[src/rtl/sdram_rw_arbiter_pkg.sv]
// Shared definitions for the two-client SDRAM read/write arbiter:
// FSM state encodings, burst-length limits and the length legality check.
package sdram_rw_arbiter_pkg;

    localparam logic [2:0] S_IDLE  = 3'd0;
    localparam logic [2:0] S_ISSUE = 3'd1;
    localparam logic [2:0] S_XFER  = 3'd2;
    localparam logic [2:0] S_DONE  = 3'd3;
    localparam logic [2:0] S_ERR   = 3'd4;

    localparam logic [9:0] MAX_WR_BURST = 10'd512;
    localparam logic [9:0] MAX_RD_BURST = 10'd256;

    // A burst is legal when non-empty and within the controller's limit for its direction.
    function automatic logic burst_len_ok(input logic we, input logic [9:0] len);
        if (len == 10'd0) begin
            return 1'b0;
        end
        return we ? (len <= MAX_WR_BURST) : (len <= MAX_RD_BURST);
    endfunction

endpackage

[src/rtl/sdram_rw_arbiter_rr2.sv]
// Two-way round-robin picker. The pick is combinational from the current
// requests; the memory of who was served last is a register updated when
// the arbiter retires a transaction.
module sdram_rw_arbiter_rr2 (
    input  logic       clk,
    input  logic       rst,
    input  logic [1:0] req_i,
    input  logic       advance_i,
    input  logic       adv_idx_i,
    output logic [1:0] pick_o,
    output logic       last_gnt_o
);

    logic last_gnt_q;

    // Remember the client retired most recently; reset favours client 0 on the first tie.
    always_ff @(posedge clk or posedge rst) begin
        if (rst) begin
            last_gnt_q <= 1'b1;
        end else if (advance_i) begin
            last_gnt_q <= adv_idx_i;
        end
    end

    // Sole requester wins; on a tie the client not served last wins.
    always_comb begin
        pick_o = 2'b00;
        case (req_i)
            2'b01:   pick_o = 2'b01;
            2'b10:   pick_o = 2'b10;
            2'b11:   pick_o = last_gnt_q ? 2'b01 : 2'b10;
            default: pick_o = 2'b00;
        endcase
    end

    assign last_gnt_o = last_gnt_q;

endmodule

[src/rtl/sdram_rw_arbiter.sv]
// Shares one SDRAM controller port between two burst clients. One transaction
// at a time: request issue, watchdog on the first ack, word counting, and a
// one-cycle done/err pulse to the owning client.
module sdram_rw_arbiter
    import sdram_rw_arbiter_pkg::*;
#(
    parameter int          ADDR_W  = 24,
    parameter int          DATA_W  = 16,
    parameter logic [11:0] TIMEOUT = 12'd4000
) (
    input  logic              clk,
    input  logic              rst,
    input  logic              c0_req,
    input  logic              c0_we,
    input  logic [ADDR_W-1:0] c0_addr,
    input  logic [9:0]        c0_len,
    input  logic [DATA_W-1:0] c0_wdata,
    output logic              c0_gnt,
    output logic              c0_wr_ack,
    output logic              c0_rd_valid,
    output logic              c0_done,
    output logic              c0_err,
    input  logic              c1_req,
    input  logic              c1_we,
    input  logic [ADDR_W-1:0] c1_addr,
    input  logic [9:0]        c1_len,
    input  logic [DATA_W-1:0] c1_wdata,
    output logic              c1_gnt,
    output logic              c1_wr_ack,
    output logic              c1_rd_valid,
    output logic              c1_done,
    output logic              c1_err,
    input  logic              sdram_init_done,
    output logic              sdram_wr_req,
    output logic              sdram_rd_req,
    input  logic              sdram_wr_ack,
    input  logic              sdram_rd_ack,
    output logic [ADDR_W-1:0] sdram_addr,
    output logic [9:0]        sdram_wr_burst,
    output logic [9:0]        sdram_rd_burst,
    output logic [DATA_W-1:0] sdram_wdata,
    input  logic [DATA_W-1:0] sdram_rdata
);

    localparam logic [11:0] WD_LAST = TIMEOUT - 12'd1;

    logic [1:0]        req_v;
    logic [1:0]        we_v;
    logic [ADDR_W-1:0] addr_v  [2];
    logic [9:0]        len_v   [2];
    logic [DATA_W-1:0] wdata_v [2];
    logic [1:0]        gnt_v, wr_ack_v, rd_valid_v, done_v, err_v;

    logic [2:0]        state_q, state_d;
    logic              owner_q, owner_d;
    logic              we_q, we_d;
    logic [ADDR_W-1:0] addr_q, addr_d;
    logic [9:0]        len_q, len_d;
    logic [9:0]        cnt_q, cnt_d;
    logic [11:0]       wd_q, wd_d;

    logic [1:0]        pick;
    logic              sel_idx;
    logic              active;
    logic              retire;
    logic              match_ack;
    logic              rr_last_gnt_unused;
    logic              unused_rdata;

    assign req_v      = {c1_req, c0_req};
    assign we_v       = {c1_we, c0_we};
    assign addr_v[0]  = c0_addr;
    assign addr_v[1]  = c1_addr;
    assign len_v[0]   = c0_len;
    assign len_v[1]   = c1_len;
    assign wdata_v[0] = c0_wdata;
    assign wdata_v[1] = c1_wdata;

    // Read data goes to the clients by direct wiring; the arbiter only qualifies it.
    assign unused_rdata = ^sdram_rdata;

    assign active    = (state_q == S_ISSUE) || (state_q == S_XFER);
    assign retire    = (state_q == S_DONE) || (state_q == S_ERR);
    assign match_ack = we_q ? sdram_wr_ack : sdram_rd_ack;
    assign sel_idx   = pick[1];

    sdram_rw_arbiter_rr2 u_rr2 (
        .clk        (clk),
        .rst        (rst),
        .req_i      (req_v),
        .advance_i  (retire),
        .adv_idx_i  (owner_q),
        .pick_o     (pick),
        .last_gnt_o (rr_last_gnt_unused)
    );

    // Transaction sequencing: pick, issue, count words, retire.
    always_comb begin
        state_d = state_q;
        owner_d = owner_q;
        we_d    = we_q;
        addr_d  = addr_q;
        len_d   = len_q;
        cnt_d   = cnt_q;
        wd_d    = wd_q;
        case (state_q)
            S_IDLE: begin
                cnt_d = 10'd0;
                wd_d  = 12'd0;
                if (sdram_init_done && (|pick)) begin
                    owner_d = sel_idx;
                    we_d    = we_v[sel_idx];
                    addr_d  = addr_v[sel_idx];
                    len_d   = len_v[sel_idx];
                    state_d = burst_len_ok(we_v[sel_idx], len_v[sel_idx]) ? S_ISSUE : S_ERR;
                end
            end
            S_ISSUE: begin
                if (match_ack) begin
                    cnt_d   = cnt_q + 10'd1;
                    state_d = S_XFER;
                end else if (wd_q >= WD_LAST) begin
                    state_d = S_ERR;
                end else if (wd_q != 12'hFFF) begin
                    wd_d = wd_q + 12'd1;
                end
            end
            S_XFER: begin
                if (match_ack) begin
                    cnt_d = cnt_q + 10'd1;
                end else begin
                    state_d = (cnt_q == len_q) ? S_DONE : S_ERR;
                end
            end
            S_DONE, S_ERR: state_d = S_IDLE;
            default:       state_d = S_IDLE;
        endcase
    end

    // State and transaction registers; reset abandons any burst in flight.
    always_ff @(posedge clk or posedge rst) begin
        if (rst) begin
            state_q <= S_IDLE;
            owner_q <= 1'b0;
            we_q    <= 1'b0;
            addr_q  <= '0;
            len_q   <= 10'd0;
            cnt_q   <= 10'd0;
            wd_q    <= 12'd0;
        end else begin
            state_q <= state_d;
            owner_q <= owner_d;
            we_q    <= we_d;
            addr_q  <= addr_d;
            len_q   <= len_d;
            cnt_q   <= cnt_d;
            wd_q    <= wd_d;
        end
    end

    assign sdram_wr_req   = (state_q == S_ISSUE) && we_q;
    assign sdram_rd_req   = (state_q == S_ISSUE) && !we_q;
    assign sdram_addr     = addr_q;
    assign sdram_wr_burst = we_q ? len_q : 10'd0;
    assign sdram_rd_burst = we_q ? 10'd0 : len_q;
    assign sdram_wdata    = active ? wdata_v[owner_q] : '0;

    // Per-client steering of grant, strobes and completion.
    for (genvar gi = 0; gi < 2; gi++) begin : g_client
        assign gnt_v[gi]      = active && (owner_q == 1'(gi));
        assign wr_ack_v[gi]   = sdram_wr_ack && gnt_v[gi] && we_q;
        assign rd_valid_v[gi] = sdram_rd_ack && gnt_v[gi] && !we_q;
        assign done_v[gi]     = retire && (owner_q == 1'(gi));
        assign err_v[gi]      = (state_q == S_ERR) && (owner_q == 1'(gi));
    end

    assign c0_gnt      = gnt_v[0];
    assign c1_gnt      = gnt_v[1];
    assign c0_wr_ack   = wr_ack_v[0];
    assign c1_wr_ack   = wr_ack_v[1];
    assign c0_rd_valid = rd_valid_v[0];
    assign c1_rd_valid = rd_valid_v[1];
    assign c0_done     = done_v[0];
    assign c1_done     = done_v[1];
    assign c0_err      = err_v[0];
    assign c1_err      = err_v[1];

endmodule

[config.mk]
export PLATFORM = sky130hd
export DESIGN_NAME = sdram_rw_arbiter
export DESIGN_NICKNAME = d
export VERILOG_FILES = /design/src/rtl/sdram_rw_arbiter_pkg.sv /design/src/rtl/sdram_rw_arbiter_rr2.sv /design/src/rtl/sdram_rw_arbiter.sv
export SDC_FILE = /design/constraint.sdc
export NUM_CORES = 1
export LEC_CHECK = 0
export BUFFER_PORTS_ARGS = -buffer_cell sky130_fd_sc_hd__buf_2
export CORE_MARGIN = 1
export CORE_UTILIZATION = 30
export CTS_BUF_LIST = sky130_fd_sc_hd__clkbuf_4 sky130_fd_sc_hd__clkbuf_8
export DETAILED_ROUTE_END_ITERATION = 16
export PLACE_DENSITY = 0.66
export SYNTH_ARGS = -nofsm -noshare
export SYNTH_HDL_FRONTEND = slang
export SYNTH_SLANG_ARGS = --single-unit
[constraint.sdc]
create_clock -name clk -period 1.8 [get_ports clk]
set_clock_uncertainty 0.05 [all_clocks]
set_input_delay 0.27 -clock clk [delete_from_list [all_inputs] [get_ports clk]]
set_output_delay 0.27 -clock clk [all_outputs]
set_load 0.02 [all_outputs]
After elaboration in Yosys (flattened, before gate mapping)
Cells that the tools add are included.
W data, S select, Z words.
{"block": "totals", "register_bits": 62, "output_inout_bits": 72, "word_cells": 103}
{"block": "op_classes", "n_addsub": 2, "order_cmp": 6, "eq_ne": 16, "n_mux": 38, "bitwise": 3, "reduce_logical": 30}
{"cell": "$mux W24", "n": 3}
{"cell": "$mux W16", "n": 4}
{"cell": "$mux W10", "n": 6}
{"cell": "$mux W12", "n": 3}
{"cell": "$pmux W12 S2", "n": 1}
{"cell": "$pmux W10 S2", "n": 1}
{"cell": "$mux W3", "n": 6}
{"cell": "$logic_and A1 B1 Y1", "n": 17}
{"cell": "$add A12 B1 Y12 const B", "n": 1}
{"cell": "$ge A12 B12 Y1 const B", "n": 1}
{"cell": "$ne A12 B12 Y1 const B", "n": 1}
{"cell": "$mux W1", "n": 11}
{"cell": "$add A10 B1 Y10 const B", "n": 1}
{"cell": "$eq A10 B10 Y1", "n": 1}
{"cell": "$le A10 B10 Y1 const B", "n": 1}
{"cell": "$le A10 B9 Y1 const B", "n": 1}
{"cell": "$logic_not A10 Y1", "n": 1}
{"cell": "$pmux W3 S3", "n": 1}
{"cell": "$ne A2 B2 Y1 const B", "n": 4}
{"cell": "$eq A3 B2 Y1 const B", "n": 2}
{"cell": "$pmux W2 S3", "n": 1}
{"cell": "$eq A2 B2 Y1 const B", "n": 2}
{"cell": "$ge A2 B2 Y1 const B", "n": 2}
{"cell": "$ne A2 B1 Y1 const B", "n": 2}
{"cell": "other kinds (16)", "n": 21}

Longest topological paths before layout
Gate-level depths: netlist of run 1.
{"block": "logic_depth", "word_depth": 16, "ltp_mapped": 7, "depth_no_buf": 6}

Modules after synthesis
From an unflattened synthesis of run 1, not the netlist that was laid out.
{"block": "hier_totals", "cells_unflattened": 427, "area_unflattened_um2": 3868.7}
{"mod": "sdram_rw_arbiter", "n_inst": 1, "cells_per_inst": 420, "area_each_um2": 3811.2, "seq_area_each_um2": 1526.5}
{"mod": "sdram_rw_arbiter_rr2", "n_inst": 1, "cells_per_inst": 7, "area_each_um2": 57.6, "seq_area_each_um2": 26.3}

Least setup slack after synthesis of run 1
OpenSTA, ideal clock, no wires.
{"block": "synth_timing", "path_kind": "register to output", "from": "register state_q[1]", "to": "output port c0_rd_valid", "t_arrival_ns": 1.657, "required_time_ns": 1.480, "setup_slack_ns": -0.177, "stages_incl_launch_ff": 6, "n_path_buf": 2, "cell_sequence": "dfrtp_1 -> clkbuf_1 -> nor2b_1 -> o21bai_1 -> clkbuf_1 -> nor3_1"}
{"block": "synth_via", "elab_chain_len": 5, "elab_cells_between_ends": 6, "classes_between": "eq/ne: 2; reduce/logical: 4"}
{"element": "start: declaration", "line": "sdram_rw_arbiter.sv:54", "text": "logic [2:0] state_q, state_d;"}
{"element": "start signal: assignment", "line": "sdram_rw_arbiter.sv:151", "text": "state_q <= state_d;"}
{"element": "$eq A3 B1 Y1 or $eq A3 B2 Y1 (tied branches)", "line": "sdram_rw_arbiter.sv:82", "text": "assign active = (state_q == S_ISSUE) || (state_q == S_XFER);"}
{"element": "$logic_or A1 B1 Y1 (*)", "line": "sdram_rw_arbiter.sv:82"}
{"element": "$logic_and A1 B1 Y1 (*)", "line": "sdram_rw_arbiter.sv:170", "text": "assign gnt_v[gi] = active && (owner_q == 1'(gi));"}
{"element": "$logic_and A1 B1 Y1 (*) (2 in series)", "line": "sdram_rw_arbiter.sv:172", "text": "assign rd_valid_v[gi] = sdram_rd_ack && gnt_v[gi] && !we_q;"}
{"element": "end: declaration", "line": "sdram_rw_arbiter.sv:20", "text": "output logic c0_rd_valid,"}
Mark *: on every way between the ends. The rest lies on a longest branch, timed or not.

Final worst setup path of run 1
{"block": "layout_timing", "from": "register state_q[1]", "to": "output port sdram_wdata[5]"}
{"block": "layout_via", "elab_chain_len": 3, "elab_cells_between_ends": 4, "classes_between": "eq/ne: 2; mux: 1; reduce/logical: 1"}
{"element": "$eq A3 B1 Y1 or $eq A3 B2 Y1 (tied branches)", "line": "sdram_rw_arbiter.sv:82"}
{"element": "$logic_or A1 B1 Y1 (*)", "line": "sdram_rw_arbiter.sv:82"}
{"element": "$mux W16 (*)", "line": "sdram_rw_arbiter.sv:166", "text": "assign sdram_wdata = active ? wdata_v[owner_q] : '0;"}
{"element": "end: declaration", "line": "sdram_rw_arbiter.sv:41", "text": "output logic [DATA_W-1:0] sdram_wdata,"}
Marked as above.

==> impl_metrics.py, run 1 <==
metrics = {
    "global_route": {
        "grt_max_degree": 46,
        "grt_pass1_vias": 4123,
        "antenna_found_initial": 0,
        "grt_pass1_wl_um": 19100,
        "grt_util_all_layers": 0.181,
        "grt.overflow.total": 0,
    },
    "floorplanning": {
        "rows": 40,
        "start_util": 0.314,
        "core_um2": 12200,
        "die_height_um": 115,
        "die_area_um2": 13200,
        "die_x_um": 115,
        "io_pins": 197,
    },
    "clock_tree": {
        "clkSinkCount": 62,
        "root_buffer": "clkbuf_8",
        "clk_pin_slew_ns": 0.07,
        "clockBufferDepth": 2,
        "clk_latency_ns": 0.34,
        "cts_max_level": 3,
        "tritoncts": "yes",
        "numCtsBuffers": 9,
    },
    "power_and_ir_drop": {
        "finalPower_uw": 9290,
        "switching_share": 0.465,
        "power_density_nw_per_um2": 1600,
        "power.leakage_uw": 0.00274,
        "p_switching_uw": 4320,
        "seqPwrFrac": 0.246,
        "clkPwrFrac": 0.152,
        "power_frac_comb": 0.601,
        "ir_worst_vdd_uv": 849,
        "internal-power_uw": 4970,
    },
    "route": {
        "vias": 4155,
        "drt-vias-per-instance": 4.91,
        "wl_per_cell_um": 14.3,
        "drcViolationCount": 0,
        "drt_first_pass_iters": 4,
        "antenna_left": 0,
        "drtIter0Drc": 185,
        "totalWireLength_um": 12100,
    },
    "worst_setup_path": {
        "path_cells": "buf_6, nor2b_4, o21bai_4, buf_4, nor2_2, buf_4",
        "max_stage_delay_ns": 0.44,
        "cp_slowest_cell": "dfrtp_1",
        "startpoint_type": "register",
        "worstSetupPathType": "register to primary output",
        "crit_path_end_kind": "primary output",
        "cp.required_ns": 1.48,
        "cp.arrival_ns": 1.61,
        "cp_max_fo": 5,
        "cp_common_cell": "buf_4",
    },
    "cells_and_area": {
        "mostFrequentLayoutCell": "buf_2",
        "nFillCells": 1180,
        "drive_above_1_share": 0.439,
        "most-common-layout-cells": "buf_2 (155), nand2_1 (87), nor2_1 (61)",
        "finish.utilization": 0.475,
        "syn2layout_area_growth_pct": 51.4,
        "layout.nets": 801,
        "antenna_cells": 0,
    },
    "timing": {
        "tightest_slew_ns": 0.564,
        "slew_headroom": 0.623,
        "period_share": 1.07,
        "rsz0062_at_grt": "true",
        "setup_viol": 26,
        "final_max_slew_viol_count": 0,
        "postLayoutSetupSlackWorst_ns": -0.125,
        "finalSetupTns_ns": -2.46,
        "hold_viol": 0,
        "max_freq_ghz": 0.519,
        "fin_crit_ns": 1.93,
    },
    "synthesis": {
        "avgSynthCellArea_um2": 8.20,
        "ys_ff_latch": 62,
        "synth_fp_nets": 594,
        "synth_cell_types": 49,
        "synth_area_um2": 3830,
        "synth_edf_count": 0,
        "synthFlopType": "dfrtp_1",
        "yosysWarnings": 0,
        "syn_inst": 467,
        "ys_async_sr_fraction": 1.00,
        "synth_seq_area_share": 0.406,
    },
    "hold_path": {
        "hp-class": "input port to register",
    },
    "run_status": {
        "status": "finished with violations",
        "violations": "negative setup slack",
    },
    "place": {
        "io_buffers": 180,
        "dp_hpwl_um": 8840,
        "gp_congestion": 0.805,
    },
    "run": {
        "max_cap_violations": 0,
    },
}
cell type report:
class,instances,area (µm²),share of cell area
Multi-Input combinational cell,367,2350,0.406
Sequential cell,62,1560,0.268
Timing Repair Buffer,227,1420,0.245
Tap cell,168,210,0.0363
Clock buffer,10,138,0.0237
Clock inverter,6,93.8,0.0162
Inverter,7,30.0,0.00518
metrics by stage:
| stage | hold WS, ns | setup slack (ns) | cells | cell area (µm²) |
|---|---|---|---|---|
| after floorplan | 0.338 | -0.0113 | 467 | 3850 |
| after global placement | 0.311 | 0.0107 | 814 | 5120 |
| after detailed placement | 0.316 | -0.0259 | 814 | 5120 |
| after CTS | 0.110 | -0.0938 | 844 | 5650 |
| after global routing | 0.117 | -0.198 | 847 | 5800 |
| final | 0.121 | -0.125 | 847 | 5800 |
worst paths after layout:
check / to / depth (start not counted) / from / slack (ns)
worst min-delay path: sdram_addr[14] / 3 / c1_addr[14] / 0.12
max in group asynchronous: u_rr2.last_gnt_o / 4 / rst / 0.67
min in group asynchronous: cnt_q[9] / 3 / rst / 0.48
worst max register to register: wd_q[4] / 6 / wd_q[1] / 0.01
worst min register to register: wd_q[11] / 1 / wd_q[11] / 0.48
worst max-delay path: sdram_wdata[5] / 6 / state_q[1] / -0.13
sequential cells by signal (all words and copies together) (netlist names):
| name | count |
|---|---|
| cnt_q | 10 |
| sdram_addr | 24 |
| owner_q | 1 |
| len_q | 10 |
| we_q | 1 |
| state_q | 3 |
| u_rr2.last_gnt_o | 1 |
| wd_q | 12 |
logic make-up after synthesis:
family,after synthesis,synth area share
AND/OR/NAND/NOR,244,0.301
AO/OA/AOI/OAI,78,0.135
flip-flops,62,0.406
buffers and inverters,38,0.0412
multiplexers,28,0.0755
XOR/XNOR,12,0.0275
adder cells (fa/ha/maj),5,0.0144
layer usage:
metal,share of wire,global-route usage
met1,0.41,0.214
met2,0.52,0.318
met4,0.018,0.0719
met3,0.053,0.0422
met5,0,0
power groups by stage:
stage | logic (µW) | clock network, µW | registers, µW
floorplan | 2930 | 0 | 2530
CTS | 5350 | 1440 | 2290
global route | 6030 | 1510 | 2350
detailed placement | 4840 | 0 | 2290
finish | 5590 | 1420 | 2290
global placement | 4730 | 0 | 2280
synth_stat cells (6+ instances only):
cell type | instances | area share
nand2_1 | 88 | 0.086
nor2b_1 | 11 | 0.018
xnor2_1 | 10 | 0.023
nand3_1 | 12 | 0.016
nor2_1 | 73 | 0.072
nor4_1 | 9 | 0.015
dfrtp_1 | 61 | 0.40
nand2b_1 | 11 | 0.018
and2_1 | 14 | 0.023
clkbuf_1 | 28 | 0.027
a31oi_1 | 36 | 0.059
o21ai_0 | 6 | 0.0078
a21oi_1 | 13 | 0.017
inv_1 | 7 | 0.0069
mux2i_1 | 24 | 0.063
worst max-delay path: cells and delay by family, from the launching register on:
| family | cells | cell delay [ns] |
|---|---|---|
| AOI/OAI and AO/OA | 1 | 0.10 |
| buffers and inverters | 3 | 0.49 |
| and+or+nand+nor | 2 | 0.26 |
| DFF | 1 | 0.44 |
timing repair:
item,CTS,global route
setup endpoints to repair,33,63
cloned,2,0
buffers inserted,11,3
hold buffers,1,0
resized for setup,64,28
pin swaps,3,12
endpoints found under the hold margin,21,0
(Power assumes the default switching activity.)
==> run 2, diff against run 1 <==
--- a/config.mk
+++ b/config.mk
@@ -10,7 +10,7 @@
 export CORE_UTILIZATION = 30
 export CTS_BUF_LIST = sky130_fd_sc_hd__clkbuf_4 sky130_fd_sc_hd__clkbuf_8
 export DETAILED_ROUTE_END_ITERATION = 16
-export PLACE_DENSITY = 0.66
+export PLACE_DENSITY = 0.64
 export SYNTH_ARGS = -nofsm -noshare
 export SYNTH_HDL_FRONTEND = slang
 export SYNTH_SLANG_ARGS = --single-unit
==> constraint.sdc (replaced) <==
create_clock -name clk -period 2.3 [get_ports clk]
set_clock_uncertainty 0.05 [all_clocks]
set_input_delay 0.345 -clock clk [delete_from_list [all_inputs] [get_ports clk]]
set_output_delay 0.345 -clock clk [all_outputs]
set_load 0.02 [all_outputs]
==> impl_metrics.py, run 2 (synthesized netlist as in run 1, its figures left out) <==
metrics = {
    "power_and_ir_drop": {
        "power.leakage_uw": 0.00253,
        "p_switching_uw": 3020,
        "switching_share": 0.468,
        "clkPwrFrac": 0.165,
        "seqPwrFrac": 0.278,
        "power_frac_comb": 0.557,
        "power_density_nw_per_um2": 1250,
        "ir_worst_vdd_uv": 535,
        "internal-power_uw": 3430,
    },
    "route": {
        "totalWireLength_um": 10900,
        "antenna_left": 0,
        "wl_per_cell_um": 13.3,
        "vias": 3918,
        "drt_first_pass_iters": 4,
        "drt-vias-per-instance": 4.81,
        "drcViolationCount": 0,
        "drtIter0Drc": 142,
    },
    "cells_and_area": {
        "syn2layout_area_growth_pct": 35.4,
        "antenna_cells": 0,
        "largest_reg_flops": 24,
        "drive_above_1_share": 0.355,
        "mostFrequentLayoutCell": "buf_2",
        "layout.nets": 769,
        "most-common-layout-cells": "buf_2 (180), nand2_1 (88), nor2_1 (72)",
    },
    "timing": {
        "max_freq_ghz": 0.473,
        "rsz0062_at_grt": "false",
        "finalSetupTns_ns": 0,
        "tightest_slew_ns": 0.594,
        "setup_viol": 0,
        "hold_viol": 0,
        "final_max_slew_viol_count": 0,
        "fin_hold_ws_ns": 0.192,
        "period_share": 0.919,
        "slew_headroom": 0.600,
        "fin_crit_ns": 2.11,
    },
    "worst_setup_path": {
        "cp.required_ns": 1.90,
        "cp_slowest_cell": "dfrtp_2",
        "r2r_slack_ns": 0.34,
        "critPathTopFamily": "buffers and inverters",
        "r2r_start": "wd_q[0]",
        "worstSetupPathType": "register to primary output",
        "ff2ff_path_depth": 6,
        "cp.arrival_ns": 1.72,
        "cp_max_fo": 20,
        "max_stage_delay_ns": 0.43,
        "startpoint_type": "register",
        "path_cells": "nor2b_2, o21bai_1, buf_4, inv_1, nand2_1, nor2_1, buf_2",
        "r2r_end": "wd_q[4]",
        "critPathBufInv": 3,
        "crit_path_end_kind": "primary output",
    },
    "run": {
        "max_cap_violations": 0,
    },
    "clock_tree": {
        "numCtsBuffers": 9,
        "clk_pin_slew_ns": 0.08,
        "root_buffer": "clkbuf_8",
        "cts_max_level": 3,
        "clk_latency_ns": 0.34,
        "clockBufferDepth": 2,
        "tritoncts": "yes",
        "clkSinkCount": 62,
    },
    "place": {
        "dp_hpwl_um": 8450,
        "io_buffers": 180,
        "gp_congestion": 0.863,
    },
    "global_route": {
        "grt_pass1_vias": 3900,
        "grt_util_all_layers": 0.173,
        "antenna_found_initial": 0,
        "grt_max_degree": 69,
        "grt_pass1_wl_um": 18300,
        "grt.overflow.total": 0,
    },
    "hold_path": {
        "hp-class": "input port to register",
        "holdPathStages": 3,
        "hold_end": "sdram_addr[19]",
        "hold_start": "c1_addr[19]",
    },
    "floorplanning": {
        "start_util": 0.314,
        "die_x_um": 115,
        "die_area_um2": 13200,
        "die_height_um": 115,
        "io_pins": 197,
        "rows": 40,
        "core_um2": 12200,
    },
    "run_status": {
        "status": "completed",
    },
}
## run 2: changes by cell type in the layout (fill, tap and decap cells not counted), sizes merged
cell,delta
buf,-32
clkinvlp,-2
clkinv,+2
## run 2: area by class of cell
class	count	area, µm²
clock buffers	10	131
clock inverters	6	87.6
fillers	1269	7030
inverters	7	26.3
multi-input cells	367	2130
flip-flops and latches	62	1550
well taps	168	210
repair buffers	195	1040
## run 2: worst max path at each step
stage / cells after the start / start / endpoint / slack, ns
5_1_grt: 6 / state_q[2] / c1_rd_valid / 0.07
4_1_cts: 7 / state_q[1] / c1_wr_ack / 0.07
3_5_place_dp: 7 / state_q[1] / c1_wr_ack / 0.28
3_3_place_gp: 7 / state_q[1] / c1_rd_valid / 0.35
6_report: 7 / state_q[1] / c1_wr_ack / 0.19
2_1_floorplan: 5 / state_q[1] / c0_rd_valid / 0.25
## run 2: per-stage QoR
stage,util,cell area [µm²],setup slack (ns),cells,power [µW]
CTS,0.424,5170,0.0703,814,6510
global placement,0.405,4940,0.346,797,5350
detailed placement,0.405,4940,0.279,797,5420
global route,0.424,5180,0.0705,815,6950
finish,0.424,5180,0.186,815,6450
floorplan,-,3830,0.248,467,4250
## run 2: power by group through the flow
stage | sequential, µW | combinational, µW | clock [µW]
2_1_floorplan | 1980 | 2280 | 0
3_5_place_dp | 1810 | 3610 | 0
6_report | 1800 | 3590 | 1070
3_3_place_gp | 1810 | 3530 | 0
4_1_cts | 1810 | 3600 | 1090
5_1_grt | 1850 | 3950 | 1140
## run 2: routing by layer
layer / global-route usage / wire, µm / up-vias
met5: 0 / 0 / -
met4: 0.0736 / 255 / 0
met3: 0.0390 / 553 / 23
met2: 0.305 / 5520 / 116
met1: 0.203 / 4530 / 1815
li1: - / - / 1964
## run 2: repair_timing
item / CTS / global route
resized for setup: 2 / 0
hold buffers: 1 / 0
endpoints found under the setup margin: 4 / 3
setup buffers: 0 / 1
hold endpoints to repair: 22 / 0
## run 2: worst min-delay path, cell delays in order
cell,delay [ns]
buf_2,0.10
nand2_1,0.05
a31oi_1,0.07
